File: src/rtl/reg_univ_pkg.sv
// rtl/reg_univ_pkg.sv - mode encoding for the universal register; count modes gated by REG_UNIV_CNT_EN
package reg_univ_pkg;

  localparam int MODE_W = 3;

  typedef enum logic [MODE_W-1:0] {
    MODE_HOLD   = 3'b000,
    MODE_LOAD   = 3'b001,
    MODE_SHL    = 3'b010,
    MODE_SHR    = 3'b011,
    MODE_ROL    = 3'b100,
    MODE_ROR    = 3'b101,
    MODE_CNT_UP = 3'b110,
    MODE_CNT_DN = 3'b111
  } mode_e;

  // Shift and rotate are the only modes that move a bit out through sout.
  function automatic logic is_shift_mode(input logic [MODE_W-1:0] mode);
    return (mode == MODE_SHL) || (mode == MODE_SHR) ||
           (mode == MODE_ROL) || (mode == MODE_ROR);
  endfunction

endpackage

File: src/rtl/reg_univ_next.sv
// rtl/reg_univ_next.sv - combinational next-value, outgoing-bit and wrap selection
// Count datapath exists only when REG_UNIV_CNT_EN is defined.
module reg_univ_next
  import reg_univ_pkg::*;
#(
  parameter int n = 8
) (
  input  logic [n-1:0]      data_out,
  input  logic [n-1:0]      data_in,
  input  logic              sin,
  input  logic [MODE_W-1:0] mode,
  output logic [n-1:0]      next_val,
  output logic              out_bit,
  output logic              wrap
);

  logic [n-1:0] fill_lo;
  logic [n-1:0] fill_hi;

  always_comb begin
    fill_lo  = '0;
    fill_hi  = '0;
    next_val = data_out;
    out_bit  = 1'b0;
    wrap     = 1'b0;
    case (mode_e'(mode))
      MODE_LOAD: next_val = data_in;
      MODE_SHL: begin
        fill_lo[0] = sin;
        next_val   = (data_out << 1) | fill_lo;
        out_bit    = data_out[n-1];
      end
      MODE_SHR: begin
        fill_hi[0] = sin;
        next_val   = (data_out >> 1) | (fill_hi << (n - 1));
        out_bit    = data_out[0];
      end
      // Shift/OR form keeps n=1 legal: no part-select below bit 0.
      MODE_ROL: begin
        fill_lo[0] = data_out[n-1];
        next_val   = (data_out << 1) | fill_lo;
        out_bit    = data_out[n-1];
      end
      MODE_ROR: begin
        fill_hi[0] = data_out[0];
        next_val   = (data_out >> 1) | (fill_hi << (n - 1));
        out_bit    = data_out[0];
      end
`ifdef REG_UNIV_CNT_EN
      MODE_CNT_UP: begin
        next_val = data_out + n'(1);
        wrap     = &data_out;
      end
      MODE_CNT_DN: begin
        next_val = data_out - n'(1);
        wrap     = ~|data_out;
      end
`endif
      default: next_val = data_out;
    endcase
  end

endmodule

File: src/rtl/reg_nb_univ.sv
// rtl/reg_nb_univ.sv - n-bit universal register: load, shift, rotate, optional count (REG_UNIV_CNT_EN)
module reg_nb_univ
  import reg_univ_pkg::*;
#(
  parameter int         n       = 8,
  parameter logic [n-1:0] RST_VAL = '0
) (
  input  logic              clk,
  input  logic              clr,
  input  logic              en,
  input  logic [MODE_W-1:0] mode,
  input  logic [n-1:0]      data_in,
  input  logic              sin,
  output logic [n-1:0]      data_out,
  output logic              sout,
  output logic              co,
  output logic              tc
);

  logic [n-1:0] data_q, data_d;
  logic         sout_q, sout_d;
  logic         co_q, co_d;
  logic [n-1:0] next_val;
  logic         out_bit;
  logic         wrap;

  reg_univ_next #(.n(n)) u_next (
    .data_out (data_q),
    .data_in  (data_in),
    .sin      (sin),
    .mode     (mode),
    .next_val (next_val),
    .out_bit  (out_bit),
    .wrap     (wrap)
  );

  // co is a one-edge pulse, so it defaults low rather than holding.
  always_comb begin
    data_d = data_q;
    sout_d = sout_q;
    co_d   = 1'b0;
    if (en) begin
      data_d = next_val;
      co_d   = wrap;
      if (is_shift_mode(mode)) begin
        sout_d = out_bit;
      end
    end
  end

  always_ff @(posedge clk) begin
    if (clr) begin
      data_q <= RST_VAL;
      sout_q <= 1'b0;
      co_q   <= 1'b0;
    end else begin
      data_q <= data_d;
      sout_q <= sout_d;
      co_q   <= co_d;
    end
  end

`ifdef REG_UNIV_CNT_EN
  assign tc = ((mode == MODE_CNT_UP) && (&data_q)) ||
              ((mode == MODE_CNT_DN) && (~|data_q));
`else
  assign tc = 1'b0;
`endif

  assign data_out = data_q;
  assign sout     = sout_q;
  assign co       = co_q;

endmodule

File: config.mk
export PLATFORM = sky130hd
export DESIGN_NAME = reg_nb_univ
export DESIGN_NICKNAME = d
export VERILOG_FILES = /design/src/rtl/reg_univ_pkg.sv /design/src/rtl/reg_univ_next.sv /design/src/rtl/reg_nb_univ.sv
export SDC_FILE = /design/constraint.sdc
export NUM_CORES = 1
export LEC_CHECK = 0
export CELL_PAD_IN_SITES_DETAIL_PLACEMENT = 0
export CELL_PAD_IN_SITES_GLOBAL_PLACEMENT = 1
export CORE_MARGIN = 2
export CORE_UTILIZATION = 31
export DETAILED_ROUTE_END_ITERATION = 10
export MAX_ROUTING_LAYER = met4
export PLACE_DENSITY_LB_ADDON = 0.3
export SYNTH_ARGS = -nofsm -noshare
export SYNTH_HDL_FRONTEND = slang
export SYNTH_SLANG_ARGS = --single-unit
File: constraint.sdc
create_clock -name clk -period 2.6 [get_ports clk]
set_clock_uncertainty 0.1 [all_clocks]
set_input_delay 0.26 -clock clk [delete_from_list [all_inputs] [get_ports clk]]
set_output_delay 0.26 -clock clk [all_outputs]
set_load 0.02 [all_outputs]
# Yosys cells after proc, flatten, opt, wreduce, memory -nomap -nowiden
# Index checks and enable logic that the tools add are counted.
# Widths: inputs -> output; s select.
totals:
  regBits: 9
  latchBits: 0
  mem_bits_rw: 0
  romBits: 0
  input_bits: 15
  out_inout_bits: 11
  word_cells: 21
  mem_count: 0
classes:
  addsub: 0
  multipliers: 0
  div: 0
  magnitude_cmp: 0
  eq_ne: 5
  shift: 0
  muxes: 2
  bitwise_logic: 4
  reduce_logical: 8
ops:
  columns: ["op", "count"]
  rows:
  - ["$pmux 8 s5", 1]
  - ["$or 7x8->8", 2]
  - ["$or 8x1->8", 2]
  - ["$eq 3x2->1 const B", 2]
  - ["$eq 3x3->1 const B", 2]
  - ["$reduce_bool 5->1", 1]
  - ["$reduce_and 2->1", 2]
  - ["$reduce_or 2->1", 2]
  - ["$eq 3x1->1 const B", 1]
  - ["$logic_or 1x1->1", 3]
  - ["$pmux 1 s2", 1]

# Longest topological paths before layout
logic_depth:
  word_depth: 5
  ltp_mapped: 5
  depth_no_buf: 3

# By module
# A second synthesis with hierarchy kept.
unflattened:
  cells_unflattened: 102
  hier_area_um2: 917.1
by_module_without_submodules:
  columns: ["module", "n_inst", "cells_per_inst", "area_each_um2"]
  rows:
  - ["reg_univ_next", 1, 66, 536.8]
  - ["reg_nb_univ", 1, 36, 380.4]

# Worst setup path after synthesis
# No wires, ideal clock.
synth_path:
  path_type: "input -> register"
  start: "in mode[1]"
  end: "reg data_q[0] (netlist: data_out[0])"
  setup_ns: 0.119
  t_arrival_ns: 1.263
  required_time_ns: 2.381
  setup_slack_ns: 1.118
  path_stages: 5
  path_cell_list: "buf_6 -> or3_1 -> and2_1 -> buf_6 -> o221a_1"
synth_between:
  elab_chain_len: 3
  elab_cells_between_ends: 8
  classes_between: "eq/ne: 5; mux: 1; reduce/logical: 2"
synth_rtl:
  columns: ["element", "line_no", "text"]
  rows:
  - ["start, declared", "reg_nb_univ.sv:11", "input logic [MODE_W-1:0] mode,"]
  - ["$eq 3x2->1, or another cell as far along", null, null]
  - ["$reduce_bool 5->1 (no line)", null, null]
  - ["$reduce_and 2->1 (no line)", null, null]
  - ["end signal, assigned", "reg_nb_univ.sv:57", "data_q <= data_d;"]
  - ["end, declared", "reg_nb_univ.sv:20", "logic [n-1:0] data_q, data_d;"]
# Parallel ways exist; a longest one is shown, timed or not.
# A chain may end at the register's enable or synchronous reset.

# Worst setup path after layout
# Same ends and word-level chain as after synthesis.

==> results.cfg <==
[clock_tree]
postCtsSetupRepairBufs = 0
hold_buffers = 0
cts_tree = yes
cts_sinks = 9
postCtsResizedCells = 0
htree_num_levels = 1
clk-insertion-delay-late_ns = 0.26
cts.clk_slew.worst_paths_ns = 0.07
cts_buffer_depth = 2
cts_buffers = 3
root_buffer = clkbuf_4

[floorplanning]
die_h_um = 47.7
initial_core_util_pct = 33.6
fp.dieArea_mm2 = 0.00228
core-area_mm2 = 0.00176
fp.dieW_um = 47.7
ios = 26
rows = 15

[critical_path]
worstPathCellList = clkdlybuf4s50_1 -> or3_1 -> and2_1 -> o221a_1
slowest_delay_ns = 0.57
crit_path_end_kind = flip-flop
worstSetupStartpointType = input port
path_buf_inv = 1
worstPathMaxFanout = 8
crit_family = simple AND/OR/NAND/NOR gates
crit_type = in -> reg
required_ns = 2.66
critPathArrivalTime_ns = 1.83
critPathSlowestCell = clkdlybuf4s50_1

[pwr]
combPwrFrac_pct = 30.5
cellPowerDensity_mw_per_mm2 = 449
power_frac_clock_pct = 28.6
power_leakage_nw = 0.329
switching_share_pct = 29.5
power_mw = 0.382
ir_drop_mv = 0.312
seq_power_share_pct = 40.9
p_sw_mw = 0.113
internal-power_mw = 0.269

[synth]
synth-async-reset-ratio_pct = 0
synth_cell_type_count = 23
ys_warn_count = 0
yosys.area.top_type = dfxtp_1
synth_top_area_share_pct = 30.4
synthFlopType = dfxtp_1
synth_area_per_cell_um2 = 9.72
syn_inst = 61
synth-edff-count = 0
synth_common_cells = dfxtp_1 (9), mux2i_1 (9), nand2_1 (8)
seq_area_frac_synth_pct = 30.4
ys_ff_latch = 9
netlist_area_um2 = 593
synth_area_leaders = dfxtp_1 (30%), mux2i_1 (15%), mux2_2 (11%)

[placed_design]
portBuffers = 23
dp_slack_ns = 0.559
dp_hpwl_um = 997
place_congestion = 0.806
dp_cells = 106

[outcome]
status = completed

[route]
first_iter_violations = 4
vias_per_cell = 4.81
route.detailed.wl_per_inst_um = 12.6
drt_wl_total_um = 1390
drtPass1Iterations = 2
ant_nets = 0
drc = 0
dr_total_vias = 529

[global_routing]
antenna_found_initial = 0
grt.met2_usage_pct = 22.7
grt_use_met1_pct = 18.3
grt_max_degree = 13
grt_pass1_wl_um = 2240
grt.busiest_layer = met2
grt_pass1_vias = 522
use_met3_pct = 6.79
overflow = 0
grtUsageTotal_pct = 14.8

[cells_and_area]
antenna_cells = 0
area.growth.synth_to_final_pct = 43.5
final_cells = 110
drive_gt1_share_pct = 14.1
nets = 101
utilization_pct = 48.2

[timing]
maxSlewViolCount = 0
final-hold-violation-count = 0
setup_tns_ns = 0
rsz0062_at_grt = false
fmax_ghz = 0.565
period_share_pct = 68.0
fin_ws_ns = 0.831
min_period_ns = 1.77
final-setup-viol-count = 0

[flow_run]
drv_cap = 0

[worst_hold_path]
hp-class = reg -> reg
==> tightest hold or removal path, delay by kind of cell (launching register included) <==
kind | cells | cell delay (ns)
DFF | 1 | 0.33
and+or+nand+nor | 1 | 0.06
AOI/OAI and AO/OA | 1 | 0.06
==> cells by family after synthesis <==
| group | share of synthesized area (%) |
|---|---|
| flops | 30.4 |
| compound gates | 18.1 |
| other cells | 0.632 |
| buf+inv | 8.23 |
| simple gates | 11.4 |
| mux | 26.6 |
| xor+xnor | 4.64 |
==> layout by cell type, fill, tap and decap left out <==
| cell type | netlist | routed |
|---|---|---|
| a21oi_1 | 2 | 2 |
| nand3b_1 | 1 | 1 |
| a22o_1 | 1 | 1 |
| nand3_1 | 1 | 1 |
| mux2i_1 | 9 | 9 |
| nand2_1 | 8 | 8 |
| o311ai_0 | 1 | 1 |
| a311oi_1 | 1 | 1 |
| clkdlybuf4s50_1 | 0 | 23 |
| and2_1 | 1 | 1 |
| mux2_2 | 6 | 6 |
| xor2_4 | 1 | 1 |
| nor2b_1 | 2 | 2 |
| inv_1 | 2 | 2 |
| o221a_1 | 1 | 1 |
| clkbuf_1 | 0 | 1 |
| conb_1 | 1 | 2 |
| buf_4 | 2 | 1 |
| dfxtp_1 | 9 | 9 |
| or3_1 | 1 | 1 |
| a21boi_0 | 1 | 1 |
| o22ai_1 | 6 | 6 |
| clkbuf_4 | 0 | 3 |
| a311oi_2 | 1 | 1 |
==> area by class of cell <==
type | count | area [µm²]
Clock buffer | 4 | 26.3
Fill cell | 195 | 913
Inverter | 2 | 7.51
Multi-Input combinational cell | 46 | 368
Sequential cell | 9 | 180
Tap cell | 25 | 31.3
Timing Repair Buffer | 24 | 238
==> per-stage QoR <==
step           area, µm²  hold slack (ns)
2_1_floorplan        597            0.228
3_3_place_gp         825            0.395
3_5_place_dp         825            0.400
4_1_cts              851            0.409
5_1_grt              851            0.428
6_report             851            0.406
==> metal layers <==
layer,share of wire (%),up-vias
met3,6.7,0
met5,0,-
met1,49,238
met2,44,20
li1,-,271
met4,0,0
==> path summary, 6_finish.rpt <==
path                            slack [ns]  cells past startpoint   startpoint           to
worst max-delay path                  0.83                      4      mode[1]  data_out[0]
worst min-delay path                  0.41                      2  data_out[6]  data_out[6]
worst max register to register        1.41                      3  data_out[7]  data_out[0]
worst min register to register        0.41                      2  data_out[6]  data_out[6]
==> power by group through the flow <==
stage               combinational [mW]  clock (mW)  sequential, mW
finish                           0.116       0.109           0.156
global route                     0.127       0.120           0.158
CTS                              0.118       0.114           0.156
detailed placement               0.117           0           0.159
global placement                 0.117           0           0.160
floorplan                       0.0610           0           0.169
==> sequential cells by signal, indices dropped and copies added (netlist names) <==
signal,count
data_out,8
sout,1
Power figures use the tool's default switching activity.
